[config.mk]
export PLATFORM = sky130hd
export DESIGN_NAME = vga_pattern_gen
export DESIGN_NICKNAME = d
export VERILOG_FILES = /design/src/rtl/vga_pattern_gen.sv
export SDC_FILE = /design/constraint.sdc
export NUM_CORES = 1
export LEC_CHECK = 0
export ABC_AREA = 0
export BUFFER_PORTS_ARGS = -buffer_cell sky130_fd_sc_hd__buf_2
export CORE_UTILIZATION = 55
export CTS_CLUSTER_DIAMETER = 30
export DETAILED_ROUTE_END_ITERATION = 8
export PLACE_DENSITY = 0.83
export SLEW_MARGIN = 20
export SYNTH_ARGS = -nofsm -noshare
export SYNTH_HDL_FRONTEND = slang
export SYNTH_SLANG_ARGS = --single-unit
[constraint.sdc]
create_clock -name clk -period 2.5 [get_ports clk]
set_input_delay 0.25 -clock clk [delete_from_list [all_inputs] [get_ports clk]]
set_output_delay 0.25 -clock clk [all_outputs]
set_load 0.05 [all_outputs]
[src/rtl/vga_pattern_gen.sv]
// Pixel source for vga_driver: four selectable RGB444 test patterns with per-frame
// animation state (frame counter, bouncing box, checker phase) and frame-aligned mode steps.
//
// mode          | meaning
// MODE_BARS     | eight vertical colour bars
// MODE_CHECKER  | 32x32 checkerboard, phase flips every 32 unpaused frames
// MODE_GRADIENT | R from column, G from row, B from frame counter
// MODE_BOX      | bouncing box, colour steps on each bounce
module vga_pattern_gen #(
  parameter int H_DISP   = 640,
  parameter int V_DISP   = 480,
  parameter int BOX_SIZE = 32,
  parameter int STEP     = 4
) (
  input  logic        clk,
  input  logic        rst_n,
  input  logic [9:0]  vga_xpos,
  input  logic [9:0]  vga_ypos,
  input  logic        btn_next,
  input  logic        pause,
  output logic [11:0] vga_data,
  output logic [1:0]  mode,
  output logic [15:0] frame_cnt
);

  typedef enum logic [1:0] {
    MODE_BARS     = 2'd0,
    MODE_CHECKER  = 2'd1,
    MODE_GRADIENT = 2'd2,
    MODE_BOX      = 2'd3
  } mode_t;

  localparam logic [10:0] X_LIM  = 11'(H_DISP - BOX_SIZE);
  localparam logic [10:0] Y_LIM  = 11'(V_DISP - BOX_SIZE);
  localparam logic [10:0] STEP_W = 11'(STEP);
  localparam logic [10:0] BOX_W  = 11'(BOX_SIZE);
  localparam int          BAR_W  = H_DISP / 8;

  mode_t       mode_q, mode_n;
  logic        pending_q, pending_n;
  logic        btn_prev_q;
  logic [15:0] frame_cnt_q, frame_cnt_n;
  logic [9:0]  box_x_q, box_x_n, box_y_q, box_y_n;
  logic        dir_x_neg_q, dir_x_neg_n, dir_y_neg_q, dir_y_neg_n;
  logic [2:0]  colour_q, colour_n;
  logic        phase_q, phase_n;
  logic [11:0] pixel_q, pixel_n;

  logic        tick, btn_edge, advance, bounce_x, bounce_y;
  logic [10:0] x11, y11, bx11, by11;
  logic [2:0]  bar;
  logic        in_range, in_box;

  assign x11      = {1'b0, vga_xpos};
  assign y11      = {1'b0, vga_ypos};
  assign bx11     = {1'b0, box_x_q};
  assign by11     = {1'b0, box_y_q};
  assign tick     = (vga_xpos == 10'(H_DISP - 1)) && (vga_ypos == 10'(V_DISP - 1));
  assign btn_edge = btn_next & ~btn_prev_q;
  assign advance  = tick & ~pause;
  assign in_range = (x11 < 11'(H_DISP)) && (y11 < 11'(V_DISP));
  assign in_box   = (x11 >= bx11) && (x11 < bx11 + BOX_W) &&
                    (y11 >= by11) && (y11 < by11 + BOX_W);

  always_comb begin
    mode_n    = mode_q;
    pending_n = pending_q;
    if (tick && (pending_q || btn_edge)) begin
      mode_n    = mode_t'(mode_q + 2'd1);
      pending_n = 1'b0;
    end else if (btn_edge) begin
      pending_n = 1'b1;
    end
  end

  always_comb begin
    frame_cnt_n = frame_cnt_q;
    phase_n     = phase_q;
    if (advance) begin
      frame_cnt_n = frame_cnt_q + 16'd1;
      if (frame_cnt_n[4:0] == 5'd0) phase_n = ~phase_q;
    end
  end

  // Wall hits clamp to the wall and reverse; the clamped tick is the bounce.
  always_comb begin
    box_x_n     = box_x_q;
    dir_x_neg_n = dir_x_neg_q;
    bounce_x    = 1'b0;
    if (!dir_x_neg_q && (bx11 + STEP_W > X_LIM)) begin
      box_x_n     = 10'(X_LIM);
      dir_x_neg_n = 1'b1;
      bounce_x    = 1'b1;
    end else if (dir_x_neg_q && (bx11 < STEP_W)) begin
      box_x_n     = 10'd0;
      dir_x_neg_n = 1'b0;
      bounce_x    = 1'b1;
    end else if (dir_x_neg_q) begin
      box_x_n = 10'(bx11 - STEP_W);
    end else begin
      box_x_n = 10'(bx11 + STEP_W);
    end
  end

  always_comb begin
    box_y_n     = box_y_q;
    dir_y_neg_n = dir_y_neg_q;
    bounce_y    = 1'b0;
    if (!dir_y_neg_q && (by11 + STEP_W > Y_LIM)) begin
      box_y_n     = 10'(Y_LIM);
      dir_y_neg_n = 1'b1;
      bounce_y    = 1'b1;
    end else if (dir_y_neg_q && (by11 < STEP_W)) begin
      box_y_n     = 10'd0;
      dir_y_neg_n = 1'b0;
      bounce_y    = 1'b1;
    end else if (dir_y_neg_q) begin
      box_y_n = 10'(by11 - STEP_W);
    end else begin
      box_y_n = 10'(by11 + STEP_W);
    end
  end

  always_comb begin
    colour_n = colour_q;
    if (bounce_x || bounce_y) colour_n = (colour_q == 3'd5) ? 3'd0 : colour_q + 3'd1;
  end

  always_comb begin
    bar = 3'd0;
    for (int k = 1; k < 8; k++) begin
      if (x11 >= 11'(k * BAR_W)) bar = 3'(k);
    end
  end

  always_comb begin
    pixel_n = 12'h000;
    if (in_range) begin
      case (mode_q)
        MODE_BARS: begin
          case (bar)
            3'd0:    pixel_n = 12'hFFF;
            3'd1:    pixel_n = 12'hFF0;
            3'd2:    pixel_n = 12'h0FF;
            3'd3:    pixel_n = 12'h0F0;
            3'd4:    pixel_n = 12'hF0F;
            3'd5:    pixel_n = 12'hF00;
            3'd6:    pixel_n = 12'h00F;
            default: pixel_n = 12'h000;
          endcase
        end
        MODE_CHECKER:  pixel_n = (vga_xpos[5] ^ vga_ypos[5] ^ phase_q) ? 12'hFFF : 12'h000;
        MODE_GRADIENT: pixel_n = {vga_xpos[9:6], vga_ypos[8:5], frame_cnt_q[7:4]};
        default: begin
          if (in_box) begin
            case (colour_q)
              3'd0:    pixel_n = 12'hF00;
              3'd1:    pixel_n = 12'h0F0;
              3'd2:    pixel_n = 12'h00F;
              3'd3:    pixel_n = 12'hFF0;
              3'd4:    pixel_n = 12'h0FF;
              default: pixel_n = 12'hF0F;
            endcase
          end
        end
      endcase
    end
  end

  always_ff @(posedge clk) begin
    if (!rst_n) begin
      mode_q      <= MODE_BARS;
      pending_q   <= 1'b0;
      btn_prev_q  <= 1'b0;
      frame_cnt_q <= 16'd0;
      box_x_q     <= 10'd0;
      box_y_q     <= 10'd0;
      dir_x_neg_q <= 1'b0;
      dir_y_neg_q <= 1'b0;
      colour_q    <= 3'd0;
      phase_q     <= 1'b0;
      pixel_q     <= 12'h000;
    end else begin
      mode_q      <= mode_n;
      pending_q   <= pending_n;
      btn_prev_q  <= btn_next;
      frame_cnt_q <= frame_cnt_n;
      phase_q     <= phase_n;
      pixel_q     <= pixel_n;
      if (advance) begin
        box_x_q     <= box_x_n;
        box_y_q     <= box_y_n;
        dir_x_neg_q <= dir_x_neg_n;
        dir_y_neg_q <= dir_y_neg_n;
        colour_q    <= colour_n;
      end
    end
  end

  assign vga_data  = pixel_q;
  assign mode      = mode_q;
  assign frame_cnt = frame_cnt_q;

endmodule

Yosys cells after proc, flatten, opt, wreduce, memory -nomap -nowiden
Index checks and enable logic that the tools add are counted.
W data, S select, Z words.
{"block": "totals", "reg_bits": 58, "in_bits": 24, "out_inout_bits": 30, "wordCells": 113}
{"block": "classes", "addsub": 9, "magnitude_cmp": 17, "n_eq_ne": 15, "mux": 27, "n_bitwise": 8, "reduce_logical": 26}
{"operator": "$pmux W12 S7", "n": 1}
{"operator": "$mux W10", "n": 6}
{"operator": "$pmux W12 S5", "n": 1}
{"operator": "$pmux W12 S3", "n": 1}
{"operator": "$ge A10 B9 Y1 const B", "n": 3}
{"operator": "$mux W12", "n": 2}
{"operator": "$add A10 B3 Y11 const B", "n": 2}
{"operator": "$add A10 B6 Y11 const B", "n": 2}
{"operator": "$lt A10 B11 Y1", "n": 2}
{"operator": "$mux W3", "n": 7}
{"operator": "$ge A10 B10 Y1", "n": 2}
{"operator": "$ge A10 B8 Y1 const B", "n": 2}
{"operator": "$lt A10 B3 Y1 const B", "n": 2}
{"operator": "$sub A10 B3 Y10 const B", "n": 2}
{"operator": "$add A16 B1 Y16 const B", "n": 1}
{"operator": "$eq A3 B3 Y1 const B", "n": 5}
{"operator": "$eq A3 B2 Y1 const B", "n": 4}
{"operator": "$gt A11 B10 Y1 const B", "n": 1}
{"operator": "$gt A11 B9 Y1 const B", "n": 1}
{"operator": "$eq A10 B10 Y1 const B", "n": 1}
{"operator": "$eq A10 B9 Y1 const B", "n": 1}
{"operator": "$ge A10 B10 Y1 const B", "n": 1}
{"operator": "$ge A10 B7 Y1 const B", "n": 1}
{"operator": "$logic_and A1 B1 Y1", "n": 10}
{"operator": "other kinds (19)", "n": 41}

Logic depth before layout (Yosys ltp)
{"block": "depth", "ltp_word": 11, "mapped_depth": 10, "mapped_depth_nobuf": 9}

Least setup slack after synthesis
Ideal clock, no wire load.
{"block": "synth_path", "path_kind": "register -> register", "from": "register box_x_q[5]", "to": "register pixel_q[10], in the netlist vga_data[10]", "setup_ns": 0.136, "arrival_ns": 2.153, "required_ns": 2.364, "slack_ns": 0.211, "path_stages_with_launch": 10, "path_buffers": 1, "period_less_slack_ns": 2.289, "cell_sequence": "dfxtp_1 > inv_1 > ha_1 > inv_1 > ha_1 > inv_1 > o31a_1 > o32ai_1 > clkbuf_1 > o22ai_1"}
{"block": "synth_between", "elab_chain_cells": 7, "elab_cells_between_ends": 8, "cone_classes": "add/sub: 1; order compare: 2; mux: 2; reduce/logical: 3"}
{"item": "from (decl)", "line": "43", "rtl": "logic [9:0] box_x_q, box_x_n, box_y_q, box_y_n;"}
{"item": "from (signal assigned)", "line": "191", "rtl": "box_x_q <= box_x_n;"}
{"item": "$add A10 B6 Y11", "line": "62", "rtl": "assign in_box = (x11 >= bx11) && (x11 < bx11 + BOX_W) &&"}
{"item": "$lt A10 B11 Y1", "line": "62"}
{"item": "$logic_and A1 B1 Y1 * (2 in series)", "line": "62"}
{"item": "$logic_and A1 B1 Y1 *", "line": "63", "rtl": "(y11 >= by11) && (y11 < by11 + BOX_W);"}
{"item": "$mux W12 *", "line": "155", "rtl": "if (in_box) begin"}
{"item": "$pmux W12 S3 *", "line": "139", "rtl": "case (mode_q)"}
{"item": "to (signal assigned)", "line": "189", "rtl": "pixel_q <= pixel_n;"}
{"item": "to (decl)", "line": "47", "rtl": "logic [11:0] pixel_q, pixel_n;"}
Mark *: on every way between the ends. The rest lies on a longest branch, timed or not.
A chain may end at the register's enable or synchronous reset.

Worst setup path after layout
{"block": "layout_path", "from": "register box_y_q[6]", "to": "register pixel_q[1], in the netlist vga_data[1]"}
{"block": "layout_between", "elab_chain_cells": 5, "elab_cells_between_ends": 7, "cone_classes": "add/sub: 1; order compare: 2; mux: 2; reduce/logical: 2"}
{"item": "from (decl)", "line": "43"}
{"item": "from (signal assigned)", "line": "192", "rtl": "box_y_q <= box_y_n;"}
{"item": "$add A10 B6 Y11 or $ge A10 B10 Y1 (tied branches)", "line": "63"}
{"item": "$lt A10 B11 Y1 or $logic_and A1 B1 Y1 (tied branches)", "line": "63, 62"}
{"item": "$logic_and A1 B1 Y1 *", "line": "63"}
{"item": "$mux W12 *", "line": "155"}
{"item": "$pmux W12 S3 *", "line": "139"}
Marks and branches as above.

==> impl_metrics.yaml <==
setup_path:
  crit_chain: "and3_4, xnor2_1, ha_1, a21o_1, a21oi_1, o22ai_1, nor4b_4, nand4_1, o22ai_1"
  worstSetupEndpointType: "flop"
  worstPathMaxFanout: 8
  crit_required_ns: 2.73
  start_kind: "flop"
  cp_slowest_cell: "dfxtp_4"
  arrival_ns: 2.62
  cpPeakStageDelay_ns: 0.41
  cp_common_cell: "o22ai_1"
  worstSetupPathType: "reg -> reg"
clocking:
  cts_sinks: 54
  cts_buffers: 5
  clk-insertion-delay-late_ns: 0.31
  root_buffer: "clkbuf_8"
  clk_pin_slew_ns: 0.10
  tritoncts: "yes"
  ctsHtreeMaxLevel: 2
  cts_hold_buf: 0
  cts_buffer_depth: 2
sta:
  period_needed_ns: 2.39
  worst_pin_slew_ns: 0.708
  min_period_over_period: 0.955
  setup_viol: 0
  hold_viol: 0
  max_freq_mhz: 419
  slew_violations: 0
  relSlewSlack: 0.528
  whs_ns: 0.153
  fin_worst_skew_ns: 0.00752
detailed_routing:
  drt_drc_violations_left: 0
  ant_nets: 0
  drt_wl_total_um: 10300
  vias_per_cell: 6.01
  post_drt_wl_per_cell_um: 15.8
  vias: 3902
  firstDrtPassIters: 5
  drtIter0Drc: 289
synth:
  syn_area_sq_um: 4090
  yosys-top-cells-area: "dfxtp_1, ha_1, xnor2_1"
  netlist_instances: 498
  syn_nets: 563
  synth_top_area_cell: "dfxtp_1"
  synth_seq_area_share: 0.265
  yosys_warnings: 0
  ys.flop_type: "dfxtp_1"
  synth-seq-cells: 54
  syn_avg_cell_area_sq_um: 8.20
  async_flop_share: 0
  synth_edf_count: 0
  synth.distinct_cells: 69
  yosys.area.top_type_share: 0.265
global_routing:
  top_usage_layer: "met2"
  grtUsageTotal: 0.265
  grt.met3_usage: 0.0396
  overflow: 0
  grt_pass1_vias: 3543
  grt_max_degree: 32
  grtUsageMet1: 0.348
  antenna_found_initial: 0
  grt_use_met2: 0.434
  grt_pass1_wl_um: 16400
cells_and_area:
  layout_common_cells: "buf_2, dfxtp_1, ha_1"
  fin_area_sq_um: 4640
  diodes: 0
  fin_nets: 614
  drive_above_1_share: 0.182
  utilization: 0.644
  fin_cells: 649
  area_growth_pct: 13.7
  final_common_cell: "buf_2"
power_and_ir_drop:
  totalPowerFinal_mw: 1.56
  power_density_nw_per_um2: 336
  ir_drop_mv: 0.207
  leakage_nw: 1.86
floorplan:
  die_h_um: 88.2
  initial_core_util: 0.566
  io_pins: 54
  core_sq_um: 7210
  dieArea_sq_um: 7780
  fp-row-count: 31
  fp.dieW_um: 88.2
place:
  dp_hpwl_um: 7690
  portBuffers: 53
  place_area_sq_um: 4470
  post-place-cells: 640
  place_congestion: 0.984
flow_run:
  cap_violations: 0
run_status:
  status: "finished clean"
min_path:
  hold_path.class: "in -> reg"
[path summary, 6_finish.rpt]
check               startpoint           end  depth (start not counted)  slack [ns]
setup / recovery    box_y_q[6]   vga_data[1]                          9        0.11
hold / removal        btn_next    btn_prev_q                          2        0.15
setup reg to reg    box_y_q[6]   vga_data[1]                          9        0.11
hold reg to reg   frame_cnt[1]  frame_cnt[1]                          2        0.53
[report_power, final]
part | internal (mW) | leakage [nW] | switching (mW)
Clock | 0.201 | 0.0408 | 0.301
Combinational | 0.0750 | 1.38 | 0.117
Sequential | 0.864 | 0.440 | 0.00147
Total | 1.14 | 1.86 | 0.419
[timing repair]
item / in CTS / in global routing
setup buffers: 0 / 1
gates resized for setup: 0 / 16
endpoints found under the setup margin: 0 / 13
[area by class of cell]
type / count / area (sq um)
multi-input cells: 383 / 2800
inverters: 33 / 124
fillers: 623 / 2570
clock buffers: 5 / 68.8
flip-flops and latches: 54 / 1090
clock inverters: 3 / 23.8
well taps: 99 / 124
repair buffers: 72 / 408
[layer usage]
| metal | vias up | wire [um] | part of all wire |
|---|---|---|---|
| li1 | 1899 | - | - |
| met1 | 1819 | 4550 | 0.44 |
| met2 | 157 | 4810 | 0.47 |
| met3 | 27 | 625 | 0.061 |
| met4 | 0 | 291 | 0.028 |
| met5 | - | 0 | 0 |
[cell families after synthesis]
kind of cell    Yosys count  synth area share
compound gates          125             0.209
fa+ha+maj                42             0.128
xor+xnor                 34            0.0729
simple gates            176             0.247
flops                    54             0.265
buf+inv                  61            0.0634
mux                       6            0.0147
[critical path, delay by kind of cell (launching register included)]
kind            cells  cell delay, ns
flops               1            0.41
simple gates        3            0.86
fa+ha+maj           1            0.26
compound gates      4            0.65
xor+xnor            1            0.12
[state kept, by name, indices dropped and copies added, names as in the netlist]
name,cells
mode,2
dir_x_neg_q,1
box_y_q,8
box_x_q,8
phase_q,1
colour_q,3
vga_data,12
pending_q,1
dir_y_neg_q,1
btn_prev_q,1
frame_cnt,16
[cell usage after synthesis (8+ instances only)]
| cell type | n |
|---|---|
| dfxtp_1 | 54 |
| ha_1 | 41 |
| inv_1 | 33 |
| nand2_1 | 30 |
| nor2_1 | 28 |
| xnor2_1 | 28 |
| and2_1 | 22 |
| nand3_1 | 22 |
| a21boi_0 | 21 |
| o21ai_0 | 20 |
| a21oi_1 | 17 |
| clkbuf_1 | 15 |
| o22ai_1 | 14 |
| nand4_1 | 10 |
| buf_2 | 8 |
| nor3_1 | 8 |
| o21a_1 | 8 |
[per-stage QoR]
stage          TNS (ns)  worst slack, ns
3_5_place_dp          0            0.115
6_report              0            0.114
4_1_cts               0           0.0723
5_1_grt          -0.229          -0.0637
2_1_floorplan         0            0.211
3_3_place_gp          0            0.223
No activity file was read; power rests on OpenSTA's default activity.
